==> config.mk <==
export PLATFORM = sky130hd
export DESIGN_NAME = inner_rr_arbiter
export DESIGN_NICKNAME = d
export VERILOG_FILES = /design/src/rtl/inner_rr_arbiter.sv
export SDC_FILE = /design/constraint.sdc
export NUM_CORES = 1
export LEC_CHECK = 0
export BUFFER_PORTS_ARGS = -buffer_cell sky130_fd_sc_hd__buf_2
export CAP_MARGIN = 40
export CORE_ASPECT_RATIO = 1.1
export CORE_MARGIN = 1.5
export CORE_UTILIZATION = 49
export CTS_CLUSTER_DIAMETER = 50
export DETAILED_ROUTE_END_ITERATION = 16
export GPL_TIMING_DRIVEN = 0
export HOLD_SLACK_MARGIN = 0.08
export MAX_ROUTING_LAYER = met4
export PLACE_DENSITY = 0.73
export SYNTH_ARGS = -nofsm -noshare
export SYNTH_HDL_FRONTEND = slang
export SYNTH_SLANG_ARGS = --single-unit
==> constraint.sdc <==
create_clock -name clock -period 2.3 [get_ports clock]
set_input_delay 0.23 -clock clock [delete_from_list [all_inputs] [get_ports clock]]
set_output_delay 0.23 -clock clock [all_outputs]
set_load 0.01 [all_outputs]
==> src/rtl/inner_rr_arbiter.sv <==
// Round-robin arbiter that shares one valid/rdata/ready resource port among NUM_REQ requesters.
// Each transaction runs grant -> issue -> capture -> respond, and a timeout bounds the issue phase.
module inner_rr_arbiter #(
    parameter int NUM_REQ = 4,
    parameter int DATA_W  = 4,
    parameter int TIMEOUT = 15
) (
    input  logic               clock,
    input  logic               reset,
    input  logic [NUM_REQ-1:0] req_valid,
    output logic [NUM_REQ-1:0] req_grant,
    output logic [NUM_REQ-1:0] rsp_valid,
    output logic [DATA_W-1:0]  rsp_data,
    output logic               rsp_err,
    output logic               busy,
    output logic               res_valid,
    input  logic [DATA_W-1:0]  res_rdata,
    input  logic               res_ready
);

    localparam int PW = (NUM_REQ > 1) ? $clog2(NUM_REQ) : 1;
    localparam int TW = (TIMEOUT > 0) ? $clog2(TIMEOUT + 1) : 1;
    localparam logic [TW-1:0] TIMER_MAX = (TIMEOUT > 0) ? TW'(TIMEOUT) : {TW{1'b1}};
    localparam logic [PW-1:0] LAST_IDX  = PW'(NUM_REQ - 1);

    typedef enum logic [1:0] {
        S_IDLE  = 2'd0,
        S_ISSUE = 2'd1,
        S_DONE  = 2'd2
    } state_t;

    state_t              state_reg;
    state_t              state_next;
    logic [PW-1:0]       ptr_reg;
    logic [PW-1:0]       idx_reg;
    logic [TW-1:0]       timer_reg;
    logic [DATA_W-1:0]   rsp_data_reg;
    logic                rsp_err_reg;

    logic                pick_found;
    logic [PW-1:0]       pick_idx;
    logic [PW:0]         cand;
    logic                timeout_hit;

    // Scan ptr, ptr+1, ... modulo NUM_REQ; the extra bit avoids overflow before the wrap.
    always_comb begin
        pick_found = 1'b0;
        pick_idx   = '0;
        cand       = '0;
        for (int i = 0; i < NUM_REQ; i++) begin
            cand = {1'b0, ptr_reg} + (PW+1)'(i);
            if (cand >= (PW+1)'(NUM_REQ)) begin
                cand = cand - (PW+1)'(NUM_REQ);
            end
            if (!pick_found && req_valid[cand[PW-1:0]]) begin
                pick_found = 1'b1;
                pick_idx   = cand[PW-1:0];
            end
        end
    end

    assign timeout_hit = (TIMEOUT != 0) && (timer_reg == TIMER_MAX);

    always_ff @(posedge clock) begin
        if (reset) begin
            state_reg <= S_IDLE;
        end else begin
            state_reg <= state_next;
        end
    end

    always_comb begin
        state_next = state_reg;
        case (state_reg)
            S_IDLE:  if (pick_found) state_next = S_ISSUE;
            S_ISSUE: if (res_ready || timeout_hit) state_next = S_DONE;
            S_DONE:  state_next = S_IDLE;
            default: state_next = S_IDLE;
        endcase
    end

    // Ready has priority over the timeout, so a response on the last allowed cycle is kept.
    always_ff @(posedge clock) begin
        if (reset) begin
            ptr_reg      <= '0;
            idx_reg      <= '0;
            timer_reg    <= '0;
            rsp_data_reg <= '0;
            rsp_err_reg  <= 1'b0;
        end else begin
            case (state_reg)
                S_IDLE: begin
                    if (pick_found) begin
                        idx_reg   <= pick_idx;
                        timer_reg <= '0;
                    end
                end
                S_ISSUE: begin
                    if (res_ready) begin
                        rsp_data_reg <= res_rdata;
                        rsp_err_reg  <= 1'b0;
                    end else if (timeout_hit) begin
                        rsp_data_reg <= '0;
                        rsp_err_reg  <= 1'b1;
                    end else if (timer_reg != TIMER_MAX) begin
                        timer_reg <= timer_reg + 1'b1;
                    end
                end
                S_DONE: begin
                    ptr_reg <= (idx_reg == LAST_IDX) ? '0 : idx_reg + 1'b1;
                end
                default: begin
                    ptr_reg <= ptr_reg;
                end
            endcase
        end
    end

    generate
        for (genvar gi = 0; gi < NUM_REQ; gi++) begin : g_onehot
            assign req_grant[gi] = (state_reg == S_ISSUE || state_reg == S_DONE)
                                   && (idx_reg == PW'(gi));
            assign rsp_valid[gi] = (state_reg == S_DONE) && (idx_reg == PW'(gi));
        end
    endgenerate

    always_comb begin
        busy      = (state_reg == S_ISSUE) || (state_reg == S_DONE);
        res_valid = (state_reg == S_ISSUE);
    end

    assign rsp_data = rsp_data_reg;
    assign rsp_err  = rsp_err_reg;

endmodule

==> results.md, run 1 <==
- Status: completed
- First-pass GRT wire length: roughly 2.9 mm
- Die H: around 47 um
- Commonest non-fill, non-tap cell in the layout: buf_2
- Final setup violation count: 0
- Reg-to-reg slack, setup: about 0.50 ns
- Leak: roughly 0.5 nW
- Root buf cell: clkbuf_4
- CP arrival: slightly above 2 ns
- Max Freq: between 500 and 600 MHz
- CTS Buffer Depth: 2
- Max-Cap Viols: 0
- Placer Congestion: 0.808
- Hold Violations, Final: 0
- Post-synth EDFFs: 0
- WP data required: ~2.5 ns
- Hold Buf Count CTS: 0
- Largest net degree at the start of global routing: 11
- Final net count: 153
- Critical Path Fanout Max: 7
- Initial antenna violation count: 0
- Vias in the first global route: roughly 740
- Crit path capture type: flop
- Clock skew: roughly 0.0040 ns
- Core area: 0.00161 mm2
- Period utilisation layout: between 70 and 80%
- PwrDens: around 570 mW/mm2
- Via count: ~860
- Peak VDD IR: 0.000480 V
- Core Util, Final: between 60% and 70%
- Initial Util: 54.3%
- Setup bufs post-CTS: 0
- DRT Pass-1 Iters: 4
- Clock slew at reported path FFs: 0.09 ns
- Port Buf Inserts: 25
- Multi-input gate area: around 530 um2
- Max transition margin: 62.3%
- TritonCTS Buffers: 3
- Post-DRT Antenna Nets: 0
- DR iter-0 viols: 13
- Ys async rst share: 0%
- H-tree depth: 1
- Yosys cell types: 31
- RSZ-0062 raised after global routing: no
- Most frequent cells in the layout: buf_2, dfxtp_1, nor2_1
- Vias per cell: 5.77
- Area of the die: around 0.002 mm2
- Post-Syn Area: between 800 and 900 um2
- Worst-Margin Slew: approximately 0.56 ns
- Tmin final: between 1.5 and 2 ns
- Total Neg Setup Slack: 0 ns
- Clk sinks: 15
- FF+latch count, synth: 15
- Net Count, Synth: between 100 and 150
- Clk Latency, worst-skew pair: 0.28 ns
- Gr usage total: slightly above 20%
- Avg Inst Size Synth: 8.52 um2
- Slew Limit Fails: 0
- Post-CTS sizing: 0
- CTS tree: yes
- Hold WC Path Type: in -> reg
- Main synth FF type: dfxtp_1
- Remaining global-route overflow: 0
- Layout area overhead: 19.8%
- Die W: about 43 um
- Residual DRC count: 0
- Register area: around 300 um2
- Post-synthesis sequential area ratio: approximately a third
- # IOs: 26
- Synth warn: 0
- Detail Placement HPWL: around 1.4 mm
- CP Class: reg -> reg
- Ant. Diodes: 0
- Fillers: about 150
- Wire per inst: around 12 um
- Row cnt: 15
- Layout cells sized above 1: between 20% and 30%
- Crit start category: flop
- Post-Syn Instances: between 100 and 150
- WL final: between 1.5 and 2 mm
[critical path, stage by stage, from the launching register on]
cell,delay (ns)
dfxtp_1,0.32
inv_1,0.11
ha_1,0.26
nor2b_1,0.25
a21oi_1,0.14
or4_1,0.50
a21oi_1,0.15
[through the flow]
step | power [mW] | cells | hold slack (ns) | setup slack, ns | instance area [um2]
finish | 0.598 | 149 | 0.183 | 0.498 | 1050
global placement | 0.453 | 145 | 0.467 | 0.466 | 1020
global route | 0.639 | 149 | 0.183 | 0.367 | 1050
floorplan | 0.403 | 103 | 0.302 | 0.635 | 877
CTS | 0.604 | 149 | 0.174 | 0.489 | 1050
detailed placement | 0.457 | 145 | 0.472 | 0.453 | 1020
[path summary, 6_finish.rpt]
kind / cells past startpoint / start / end
setup / recovery: 6 / state_reg[1]$_SDFFE_PP0P_ / timer_reg[3]$_SDFFE_PP0P_
hold / removal: 2 / reset / idx_reg[1]$_SDFFE_PP0P_
setup reg to reg: 6 / state_reg[1]$_SDFFE_PP0P_ / timer_reg[3]$_SDFFE_PP0P_
hold reg to reg: 2 / timer_reg[1]$_SDFFE_PP0P_ / timer_reg[1]$_SDFFE_PP0P_
[synth_stat cells (2+ instances only)]
cell | number | area, um2
nor2_1 | 11 | 41.3
or4_1 | 3 | 22.5
a221oi_1 | 3 | 26.3
inv_1 | 9 | 33.8
nand2_1 | 2 | 7.51
and2_1 | 9 | 56.3
a21oi_1 | 9 | 45.0
dfxtp_1 | 15 | 300
ha_1 | 9 | 113
o21ai_0 | 6 | 30.0
a22oi_1 | 5 | 37.5
mux2i_1 | 3 | 30.0
[logic make-up (layout without fill, tap and decap cells)]
kind of cell,count (synthesis),count (layout),synth area share [%]
AO/OA/AOI/OAI,32,32,24.0
adder cells (fa/ha/maj),9,9,12.8
buffers and inverters,11,40,4.85
flip-flops,15,15,34.2
multiplexers,3,3,3.42
AND/OR/NAND/NOR,33,33,20.7
[metal layers]
layer  track usage (%)  vias up  routed length, um
met5                 -        -                  0
met4              10.9        0                 35
met3              2.31        4                 64
met2              33.4       19                835
met1              24.0      394                867
li1                  -      442                  -
[area by class of cell]
class                      instances  area share, %
sequential                        15           28.6
multi-input combinational         77           50.8
inverter                           9           3.21
clock inverter                     1          0.476
timing repair buffer              25           11.9
buffer                             2          0.833
tap                               17           2.02
clock buffer                       3           2.14
[where the power goes]
| part | leakage [nW] | total, mW | switching (mW) | internal (mW) |
|---|---|---|---|---|
| Clock | 0.0177 | 0.147 | 0.0825 | 0.0645 |
| Sequential | 0.122 | 0.291 | 0.0144 | 0.277 |
| Combinational | 0.350 | 0.160 | 0.0922 | 0.0677 |
Power figures use the tool's default switching activity.
==> inputs of run 2 (changes only) <==
--- a/config.mk
+++ b/config.mk
@@ -5,17 +5,18 @@
 export SDC_FILE = /design/constraint.sdc
 export NUM_CORES = 1
 export LEC_CHECK = 0
+export ABC_AREA = 1
 export BUFFER_PORTS_ARGS = -buffer_cell sky130_fd_sc_hd__buf_2
 export CAP_MARGIN = 40
 export CORE_ASPECT_RATIO = 1.1
 export CORE_MARGIN = 1.5
-export CORE_UTILIZATION = 49
+export CORE_UTILIZATION = 47
 export CTS_CLUSTER_DIAMETER = 50
 export DETAILED_ROUTE_END_ITERATION = 16
 export GPL_TIMING_DRIVEN = 0
 export HOLD_SLACK_MARGIN = 0.08
 export MAX_ROUTING_LAYER = met4
-export PLACE_DENSITY = 0.73
+export PLACE_DENSITY = 0.71
 export SYNTH_ARGS = -nofsm -noshare
 export SYNTH_HDL_FRONTEND = slang
 export SYNTH_SLANG_ARGS = --single-unit
==> constraint.sdc (replaced) <==
create_clock -name clock -period 1.6 [get_ports clock]
set_input_delay 0.16 -clock clock [delete_from_list [all_inputs] [get_ports clock]]
set_output_delay 0.16 -clock clock [all_outputs]
set_load 0.01 [all_outputs]
==> run 2 against run 1 <==
- the run now ends with negative setup slack left
- sequential share of layout area fell by 6.5 points
- global-route usage is 0.81 points lower
- hold slack worse by 0.072 ns
- clock-buffer cell count grew 1
- power grew 92%
- die area up 30%
- critical path depth is 1 lower
- area after synthesis rose by 27%
- sequential cell count stayed put
- synthesized cell count rose by 61%
- largest cell class unchanged
- highest routed layer unchanged
==> results.md, run 2 <==
- Slowest Stage Delay on Critical Path: 0.41 ns (-0.09 ns)
- CTS Buffer Depth: 2 (unchanged)
- Root buf cell: clkbuf_4
- Yosys cell types: 25 (-19%)
- Core area: 0.00225 mm2 (+40%)
- Net Count, Synth: 186 (+51%)
- Main synth FF type: dfxtp_1
- Most frequent cells in the layout: nand2_1, buf_2, inv_1
- Reg-to-reg slack, setup: 0.13 ns (-0.37 ns)
- Final net count: 220 (+44%)
- Launching point of the worst reg2reg path: timer_reg[0]$_SDFFE_PP0P_
- Most common library cells after synthesis: nand2_1, inv_1, nand3_1
- DR iter-0 viols: 18 (+5)
- Clk Latency, worst-skew pair: 0.29 ns (about the same)
- Hold WC Path Type: in -> reg
- Final non-filler cell total: 229 (+54%)
- Critical Path Fanout Max: 5 (-2)
- TritonCTS Buffers: 3 (unchanged)
- Final setup violation count: 1 (+1)
- Avg Inst Size Synth: 6.71 um2 (-21%)
- Post-synth EDFFs: 0 (unchanged)
- WP data required: 1.44 ns (-1.08 ns)
- Die H: 54.1 um (+14%)
- Vias in the first global route: 924 (+26%)
- WHS Path Cells: 3 (+1)
- Core Util, Final: 61.1% (-4.1 points)
- Hold Violations, Final: 0 (unchanged)
- # IOs: 26 (unchanged)
- Row cnt: 18 (+3)
- Multi-input gate area: 733 um2 (+37%)
- Max Freq: a little over 600 MHz
- CP max stage cell: dfxtp_1
- PwrDens: 833 mW/mm2 (+46%)
- Max transition margin: 69.1% (+6.7 points)
- Layout cells sized above 1: 30.2% (+7.4 points)
- Layout area overhead: 23.5%
- Slew Limit Fails: 0 (unchanged)
- Detail Placement HPWL: 1.79 mm (+28%)
- Register area: 304 um2 (+1.3%)
- DRT Pass-1 Iters: 4 (unchanged)
- Worst-Margin Slew: 0.464 ns (-0.0953 ns)
- Initial Util: 49.4% (-4.9 points)
- Area of the die: 0.00267 mm2 (+30%)
- Placed cells: 221 (+52%)
- Most frequent cell after synthesis: nand2_1
- Top sig layer: met4
- Synth warn: 0 (unchanged)
- Ys async rst share: 0% (unchanged)
- Wire per inst: 10.6 um (-13%)
- Vias per cell: 4.85 (-16%)
- RSZ-0062 raised after global routing: yes
- Residual DRC count: 0 (unchanged)
- Post-synthesis sequential area ratio: 27.0% (-7.3 points)
- Largest cells by area after synthesis: dfxtp_1, nand2_1, ha_1, nand3_1, inv_1
- Clock slew at reported path FFs: 0.09 ns (about the same)
- Met3 WL: 62 um (-3.1%)
- Dpl cell area: 0.00128 mm2 (+25%)
- Worst path bufs/invs: 3 (+2)
- Biggest area consumer among synthesized cells: dfxtp_1
- Top-area cell type share of the netlist area: 27.0% (-7.3 points)
- Peak VDD IR: 0.000686 V (+43%)
- Worst Hold Path EP: rsp_data[0]$_SDFFE_PP0P_
- CP Class: reg -> out
- Met2 WL post-DR: 1.24 mm (+48%)
- Post-Syn Instances: 166 (+61%)
- Max-Cap Viols: 0 (unchanged)
- Period utilisation layout: 101%
- Clk sinks: 15 (unchanged)
- Most used cell along the critical path: inv_1
- Kind of cell adding the most delay to the critical path: flip-flops
- Wl on met1: 1.07 mm (+23%)
- Commonest non-fill, non-tap cell in the layout: nand2_1
- Placer Congestion: 0.735 (-9.1%)
- Fillers: 216 (+49%)
- Worst r2r dst: timer_reg[3]$_SDFFE_PP0P_
- Post-route design area: 0.00138 mm2 (+31%)
- CP cell instances: inv_1, ha_1, nand2_1, inv_1, buf_2
- Violated checks: negative setup slack
- Post-Syn Area: 0.00111 mm2 (+27%)
- Min-delay src: res_rdata[0]
- Die W: 49.4 um (+14%)
- Via count: 1110 (+29%)
- Tmin final: 1.61 ns
- Reg2Reg Depth: 8 (+2)
- Port Buf Inserts: 25 (unchanged)
- FF+latch count, synth: 15 (unchanged)
- CP arrival: 1.45 ns (-0.57 ns)
- Initial antenna violation count: 0 (unchanged)
- Ant. Diodes: 0 (unchanged)
- Largest net degree at the start of global routing: 11 (unchanged)
- Crit start category: flop
- Setup ws final: -0.00954 ns (-0.508 ns)
- Gr usage total: 19.3% (-0.81 points)
- Crit path capture type: primary output
- Status: finished with violations
- Leak: 0.770 nW (+57%)
- Remaining global-route overflow: 0 (unchanged)
- CTS tree: yes
- WL final: 2.42 mm (+34%)
- H-tree depth: 1 (unchanged)
- Post-DRT Antenna Nets: 0 (unchanged)
- First-pass GRT wire length: 3.83 mm (+31%)
- Clock skew: 0.000908 ns (-0.00314 ns)
==> run 2: cell types whose count changed after synthesis, moves of 2 or more <==
cell	delta
a21oi_1	+2
a21oi_2	+3
a221oi_1	-3
a22oi_1	-5
and2_1	-9
inv_1	+14
mux2i_1	-3
nand2_1	+47
nand2_2	+9
nand2_4	+2
nand3_1	+18
o21ai_0	-5
or4_1	-3
==> run 2: area by class of cell <==
class                      count  area share (%)
sequential                    15            22.1
buffer                         2            1.46
tap                           30            2.73
clock buffer                   4            1.91
timing repair buffer          29            11.3
multi-input combinational    124            53.3
inverter                      25            7.19
==> run 2: timing repair <==
item / in CTS / in global routing
hold endpoints to repair: 1 / 0
setup endpoints to repair: 5 / 10
gates resized for setup: 3 / 8
pin swaps: 0 / 3
cloned: 0 / 2
hold buffers: 1 / 0
buffers inserted: 0 / 2
==> run 2: worst max-delay path by stage <==
stage | startpoint | to | slack (ns) | depth (start not counted)
after floorplan | state_reg[1]$_SDFFE_PP0P_ | timer_reg[2]$_SDFFE_PP0P_ | 0.09 | 8
after global placement | timer_reg[0]$_SDFFE_PP0P_ | timer_reg[3]$_SDFFE_PP0P_ | -0.09 | 8
after detailed placement | timer_reg[0]$_SDFFE_PP0P_ | timer_reg[0]$_SDFFE_PP0P_ | -0.10 | 8
after CTS | timer_reg[0]$_SDFFE_PP0P_ | timer_reg[3]$_SDFFE_PP0P_ | 0.03 | 8
after global routing | state_reg[0]$_SDFFE_PP0P_ | req_grant[0] | -0.06 | 5
final | state_reg[0]$_SDFFE_PP0P_ | req_grant[0] | -0.01 | 5
==> run 2: kinds of logic after synthesis <==
group | Yosys count | synth area share, %
adder cells (fa/ha/maj) | 9 | 10.1
buffers and inverters | 28 | 11.0
AND/OR/NAND/NOR | 96 | 41.7
flip-flops | 15 | 27.0
AO/OA/AOI/OAI | 16 | 8.65
XOR/XNOR | 2 | 1.57
==> run 2: tightest hold or removal path: cells and delay by family <==
family | cells | cell delay (ns)
buffers and inverters | 1 | 0.10
and+or+nand+nor | 1 | 0.05
AOI/OAI and AO/OA | 1 | 0.05
==> run 2: metal layers <==
metal  vias up  global-route usage [%]
met5         -                       -
met4         0                    9.72
met3         5                    1.67
met2        18                    35.8
met1       496                    21.1
li1        591                       -
==> run 2: through the flow <==
| stage | setup WS, ns | hold WS (ns) | power [mW] | TNS (ns) |
|---|---|---|---|---|
| 6_report | -0.00954 | 0.110 | 1.15 | -0.00954 |
| 5_1_grt | -0.0631 | 0.120 | 1.23 | -0.262 |
| 4_1_cts | 0.0269 | 0.118 | 1.12 | 0 |
| 3_5_place_dp | -0.104 | 0.366 | 0.890 | -0.369 |
| 3_3_place_gp | -0.0940 | 0.367 | 0.879 | -0.327 |
| 2_1_floorplan | 0.0887 | 0.239 | 0.779 | 0 |
==> run 2: power breakdown <==
group | internal [mW] | switching, mW
Sequential | 0.412 | 0.0331
Clock | 0.0971 | 0.127
Combinational | 0.179 | 0.299
Total | 0.687 | 0.459
